--- config.mk ---
export PLATFORM = sky130hd
export DESIGN_NAME = sll_shift_arbiter
export DESIGN_NICKNAME = d
export VERILOG_FILES = /design/src/rtl/sll_shift_arbiter.sv
export SDC_FILE = /design/constraint.sdc
export NUM_CORES = 1
export LEC_CHECK = 0
export ABC_CLOCK_PERIOD_IN_PS = 2000
export BUFFER_PORTS_ARGS = -buffer_cell sky130_fd_sc_hd__buf_2
export CORE_ASPECT_RATIO = 0.75
export CORE_MARGIN = 5
export CORE_UTILIZATION = 46
export DETAILED_ROUTE_END_ITERATION = 6
export GPL_ROUTABILITY_DRIVEN = 0
export PLACE_DENSITY_LB_ADDON = 0.3
export SETUP_SLACK_MARGIN = 0.02
export SLEW_MARGIN = 20
export SYNTH_ARGS = -nofsm -noshare
export SYNTH_HDL_FRONTEND = slang
export SYNTH_SLANG_ARGS = --single-unit
--- constraint.sdc ---
create_clock -name clock -period 2 [get_ports clock]
set_input_delay 0.3 -clock clock [delete_from_list [all_inputs] [get_ports clock]]
set_output_delay 0.3 -clock clock [all_outputs]
set_load 0.05 [all_outputs]
--- src/rtl/sll_shift_arbiter.sv ---
// sll_shift_arbiter: shares one 32-bit sll_barrel_shifter between two requesters.
// A request is granted round-robin, its operands are registered and held on the
// shifter for SETTLE_CYCLES cycles, then the result is captured and returned
// together with the requester ID. Only one operation is in flight at a time.
//
// Handshake semantics (both request and response ports): a transfer happens on a
// rising clock edge where valid and ready are both high. A producer keeps valid
// and its payload stable until that edge. Ready never depends on the response side.
module sll_shift_arbiter #(
    parameter int SETTLE_CYCLES = 1
) (
    input  logic        clock,
    input  logic        reset_n,
    input  logic [1:0]  req_valid,
    output logic [1:0]  req_ready,
    input  logic [63:0] req_data,
    input  logic [9:0]  req_shamt,
    output logic [31:0] sh_data_in,
    output logic [4:0]  sh_shiftamt,
    input  logic [31:0] sh_data_out,
    output logic        resp_valid,
    input  logic        resp_ready,
    output logic        resp_id,
    output logic [31:0] resp_data,
    output logic        busy,
    output logic [1:0]  fsm_state
);

    typedef enum logic [1:0] {
        IDLE  = 2'd0,
        SHIFT = 2'd1,
        RESP  = 2'd2
    } state_t;

    localparam logic [3:0] SETTLE_LOAD = 4'(SETTLE_CYCLES);

    state_t      state;
    state_t      state_next;
    logic [3:0]  settle_cnt;
    logic [31:0] op_data;
    logic [4:0]  op_shamt;
    logic        op_id;
    logic        last_grant;
    logic        grant_id;
    logic        accept;
    logic        capture;

    // Round-robin choice: a lone requester wins, a tie goes to the one not served last.
    always_comb begin
        grant_id = 1'b0;
        case (req_valid)
            2'b10:   grant_id = 1'b1;
            2'b11:   grant_id = ~last_grant;
            default: grant_id = 1'b0;
        endcase
    end

    assign accept  = |req_ready;
    assign capture = (state == SHIFT) && (settle_cnt == 4'd1);

    // State register.
    always_ff @(posedge clock or negedge reset_n) begin
        if (!reset_n) begin
            state <= IDLE;
        end else begin
            state <= state_next;
        end
    end

    // Next-state logic.
    always_comb begin
        state_next = state;
        case (state)
            IDLE:    if (accept) state_next = SHIFT;
            SHIFT:   if (settle_cnt == 4'd1) state_next = RESP;
            RESP:    if (resp_ready) state_next = IDLE;
            default: state_next = IDLE;
        endcase
    end

    // Output logic; req_ready is gated by reset so it reads 0 while reset is held.
    always_comb begin
        req_ready   = 2'b00;
        sh_data_in  = 32'd0;
        sh_shiftamt = 5'd0;
        resp_valid  = 1'b0;
        busy        = 1'b0;
        fsm_state   = state;
        case (state)
            IDLE: begin
                if (reset_n) req_ready = (grant_id ? 2'b10 : 2'b01) & req_valid;
            end
            SHIFT: begin
                sh_data_in  = op_data;
                sh_shiftamt = op_shamt;
                busy        = 1'b1;
            end
            RESP: begin
                resp_valid = 1'b1;
                busy       = 1'b1;
            end
            default: begin
                req_ready = 2'b00;
            end
        endcase
    end

    // Operand capture on accept and settle countdown while the shifter settles.
    always_ff @(posedge clock or negedge reset_n) begin
        if (!reset_n) begin
            op_data    <= 32'd0;
            op_shamt   <= 5'd0;
            op_id      <= 1'b0;
            last_grant <= 1'b1;
            settle_cnt <= 4'd0;
        end else if (accept) begin
            op_data    <= grant_id ? req_data[63:32] : req_data[31:0];
            op_shamt   <= grant_id ? req_shamt[9:5] : req_shamt[4:0];
            op_id      <= grant_id;
            last_grant <= grant_id;
            settle_cnt <= SETTLE_LOAD;
        end else if (state == SHIFT) begin
            settle_cnt <= settle_cnt - 4'd1;
        end
    end

    // Response registers: loaded once at the end of the settle window, then held.
    always_ff @(posedge clock or negedge reset_n) begin
        if (!reset_n) begin
            resp_data <= 32'd0;
            resp_id   <= 1'b0;
        end else if (capture) begin
            resp_data <= sh_data_out;
            resp_id   <= op_id;
        end
    end

endmodule

-- Word-level counts from Yosys, hierarchy flattened
Cells that the tools add are included.
- register bits: 78
- latch bits: 0
- RAM bits: 0
- ROM bits: 0
- output and inout port bits: 76
- word-level logic and storage cells: 41
- memories kept: 0
- add/sub/neg operators: 1
- multipliers: 0
- div/mod/pow operators: 0
- order comparisons: 0
- equal/unequal tests: 8
- shift operators: 0
- muxes and demuxes: 16
- bitwise logic cells: 2
- reduce and logical (&&, ||, !) cells: 6
- operator list (cell ; number):
    two-way mux 32 bit ; 2
    two-way mux 2 bit ; 6
    two-way mux 5 bit ; 2
    two-way mux 4 bit ; 2
    == test 2 bit (second input constant) ; 3
    inequality test 2 bit (second input constant) ; 3
    case mux 2 bit (3 select lines) ; 1
    == test 4 x 1 -> 1 bit (second input constant) ; 1
    OR reduction 2 bit ; 2
    subtractor 4 x 1 -> 4 bit (second input constant) ; 1
    AND reduction 3 bit ; 1
    bitwise AND 2 bit ; 1
    == test 2 x 1 -> 1 bit (second input constant) ; 1
    logical NOT 2 bit ; 1
    two-way mux 1 bit ; 2
    case mux 1 bit (2 select lines) ; 1
    nonzero test 2 bit ; 1
    logical AND 1 bit ; 1
    inverter 1 bit ; 1

-- Logic depth before layout (Yosys ltp)
- depth after elaboration: 9
- gate-level depth with buffers: 7

-- Worst setup path before layout
Ideal clock, no wire load.
- path kind: register -> output
- start point: register state[0], in the netlist fsm_state[0]
- end point: output req_ready[0]
- arrival: 1.805 ns
- slack: -0.105 ns
- stages on the path, launching flop included: 5
- cells stage by stage: dfrtp_1 inv_1 ha_1 nand3_1 nor2_1
- word-level cells in the longest chain between the ends: 2
- RTL lines (item ; line ; RTL):
    start, declared ; 37 ; state_t state;
    start signal, assigned ; 66 ; state <= state_next;
    logical NOT 2 bit ; 89 ; case (state)
    two-way mux 2 bit ; 89 ;
    end, declared ; 15 ; output logic [1:0] req_ready,
No other way between the ends.

-- Final worst setup path
- start point: register state[1], in the netlist fsm_state[1]
- end point: output sh_data_in[31]
- word-level cells in the longest chain between the ends: 2
- RTL lines (item ; line ; RTL):
    == test 2 x 1 -> 1 bit ; 89 ;
    two-way mux 32 bit ; 89 ;
    end, declared ; 18 ; output logic [31:0] sh_data_in,
No other way between the ends.

==> flow_summary.ini <==
[yosys]
ys_ff_latch = 78
netlist_area_mm2 = 0.00379
seq_area_frac_synth_pct = 51.5
syn_area_per_cell_um2 = 12.0
synth_warnings = 0
synthXorXnorAreaFrac_pct = 0.693
synth_top_area_cell = dfrtp_1
yosys.area_share.simple_pct = 11.9
synth_compound_area_share_pct = 7.06
syn_nets = 433
synth.distinct_cells = 33
synth_top_area_share_pct = 50.8
synth_top_family_by_area = multiplexers
synth_mux_area_share_pct = 23.1
synth-adder-area-share_pct = 1.65
synth_area_leaders = dfrtp_1 (51%), mux2_4 (12%), mux2i_1 (9.8%)
syn_inst = 317

[global_routing]
grt_max_degree = 51
gr-usage-all-layers_pct = 18.7
grt_pass1_wl_um = 14900
grt-ovfl-total = 0
grt_pass1_vias = 3104
antenna_found_initial = 0

[timing]
maxSlewHeadroom_pct = 59.0
final.setup_skew_ps = 9.62
slew_violations = 0
finalCriticalPeriod_ps = 1910
hold_viol = 0
fin_crit_sh_pct = 95.4
fmax_ghz = 0.524
rsz0062_at_grt = true
tightestPinTransition_ps = 615
setup_slack_ps = 92.8
setup_viol = 0

[setup_path]
startpoint_type = register
reg2reg_from = settle_cnt[1]
critPathRequiredTime_ps = 1700
r2r_end = fsm_state[1]
crit_top_cell = buf_4
crit_type = reg -> out
critPathMaxStageDelay_ps = 440
worstPathArrival_ps = 1610
cp_cell_sequence = inv_2 > ha_4 > buf_4 > and2_1 > buf_4
cp_slowest_cell = dfrtp_2
r2r_cells = 5
critPathMaxFanout = 11
r2r_slack_ps = 230
endpoint_kind = output pin

[cts]
cts.reportedPaths.clkPinSlew_ps = 90
cts.htree.levels = 3
cts_sinks = 78
cts_tree = yes
cts_root_buf = clkbuf_8
cts_buffers = 9
insertion_delay_ps = 350
cts_buffer_depth = 2

[die]
die_area_mm2 = 0.0102
fp.dieW_um = 115
die_h_um = 88.6
pin_count = 187
fp.coreArea_mm2 = 0.00795
start_util_pct = 47.7
rows = 28

[final_layout]
layout_common_cells = buf_2 (146), dfrtp_1 (75), buf_4 (41)
multi_input_area_mm2 = 0.00173
seq_area_mm2 = 0.00196
drive_above_1_share_pct = 50.7
final_common_cell = buf_2
num_antenna_cells = 0
post-route-cell-area_mm2 = 0.00518
nFillCells = 642
area_growth_pct = 36.5
num-nets-final = 620

[pwr]
p_leak_nw = 2.70
powerDensity_mw_per_mm2 = 1740
vdd_ir_drop_max_mv = 1.11

[place]
placed_area_mm2 = 0.00483
place.port_buffers = 186
preCtsSetupSlack_ps = 228
dp_hpwl_um = 7150

[flow_run]
cap_violations = 0

[route]
wirelength_um = 9680
dr.pass1.iters = 4
num_vias = 2975
drcViolationCount = 0
drt_iter0_drc = 146
ant_nets = 0
wire_per_inst_um = 15.8
via_per_inst = 4.85

[worst_hold_path]
whs_path_depth = 2
hold_path_class = in -> reg
hold_path_end = resp_data[26]
min_from = sh_data_out[26]

[outcome]
status = complete, no violations
repair_timing:
| action | CTS | global route |
|---|---|---|
| hold buffers | 1 | 0 |
| gates resized for setup | 39 | 14 |
| endpoints found under the setup margin | 39 | 39 |
| setup buffers | 0 | 0 |
| endpoints found under the hold margin | 3 | 0 |
| gates cloned | 0 | 1 |
layer usage:
layer | vias up | global-route usage (%) | part of all wire (%)
li1 | 1447 | - | -
met1 | 1372 | 24.5 | 42
met2 | 141 | 29.6 | 46
met3 | 15 | 6.02 | 9.9
met4 | 0 | 6.18 | 1.7
met5 | - | 0 | 0
registers in the layout (all words and copies together) (netlist names):
| name | cells |
|---|---|
| fsm_state | 2 |
| last_grant | 1 |
| op_data | 32 |
| op_id | 1 |
| op_shamt | 5 |
| resp_data | 32 |
| resp_id | 1 |
| settle_cnt | 4 |
synth_stat cells:
cell      number
o211a_1        1
a21boi_2       1
o21ai_0        9
or3b_4         1
and2_1        37
mux2_2         4
dfstp_2        1
clkbuf_1       7
nor4b_1        1
a211oi_1       1
a211o_1        1
nor2b_1        1
o211ai_2       1
xnor2_1        2
nand3_1        2
ha_1           5
buf_6          6
o21ai_1       29
mux2_1         1
and3_1         1
a21oi_1        1
nand2_1       40
nor2_1         4
inv_1          4
xor2_1         1
mux2_4        30
buf_2          6
a221oi_2       1
a21o_1         1
buf_4          2
mux2i_1       37
dfrtp_1       77
and4bb_1       1
layout make-up:
class,instances,share of cell area [%]
sequential,78,37.8
multi-input combinational,214,33.4
clock inverter,7,1.06
timing repair buffer,197,22.5
clock buffer,9,2.39
tap,105,2.54
inverter,4,0.290
worst max path at each step:
stage / start / end / slack [ps] / cells after the start
5_1_grt: fsm_state[1] / sh_data_in[11] / 5 / 5
6_report: fsm_state[1] / sh_data_in[31] / 90 / 5
4_1_cts: fsm_state[1] / sh_data_in[2] / -20 / 5
3_3_place_gp: fsm_state[0] / fsm_state[1] / 320 / 5
3_5_place_dp: fsm_state[0] / fsm_state[1] / 230 / 5
2_1_floorplan: fsm_state[0] / fsm_state[1] / 110 / 5
worst max-delay path: cells and delay by family, from the launching register on:
family / cells / cell delay, ps
buf+inv: 3 / 480
simple gates: 1 / 150
flops: 1 / 440
fa+ha+maj: 1 / 180
cell families (layout without fill, tap and decap cells):
| kind of cell | count (synthesis) | in the layout |
|---|---|---|
| fa+ha+maj | 5 | 5 |
| flops | 78 | 78 |
| xor+xnor | 3 | 3 |
| compound gates | 46 | 46 |
| simple gates | 88 | 88 |
| mux | 72 | 72 |
| buf+inv | 25 | 217 |
metrics by stage:
stage,util [%],power [mW],cells,hold slack [ps],TNS (ps)
floorplan,-,6.62,317,4.41,0
global placement,60.8,7.60,596,117,0
detailed placement,60.8,7.75,596,118,0
CTS,64.4,8.98,613,159,-43.4
global route,65.1,9.52,614,146,0
finish,65.1,9.00,614,177,0
power breakdown:
part / switching [mW] / internal, mW
Combinational: 3.30 / 1.84
Sequential: 0.427 / 2.36
Clock: 0.613 / 0.463
Power figures use the tool's default switching activity.
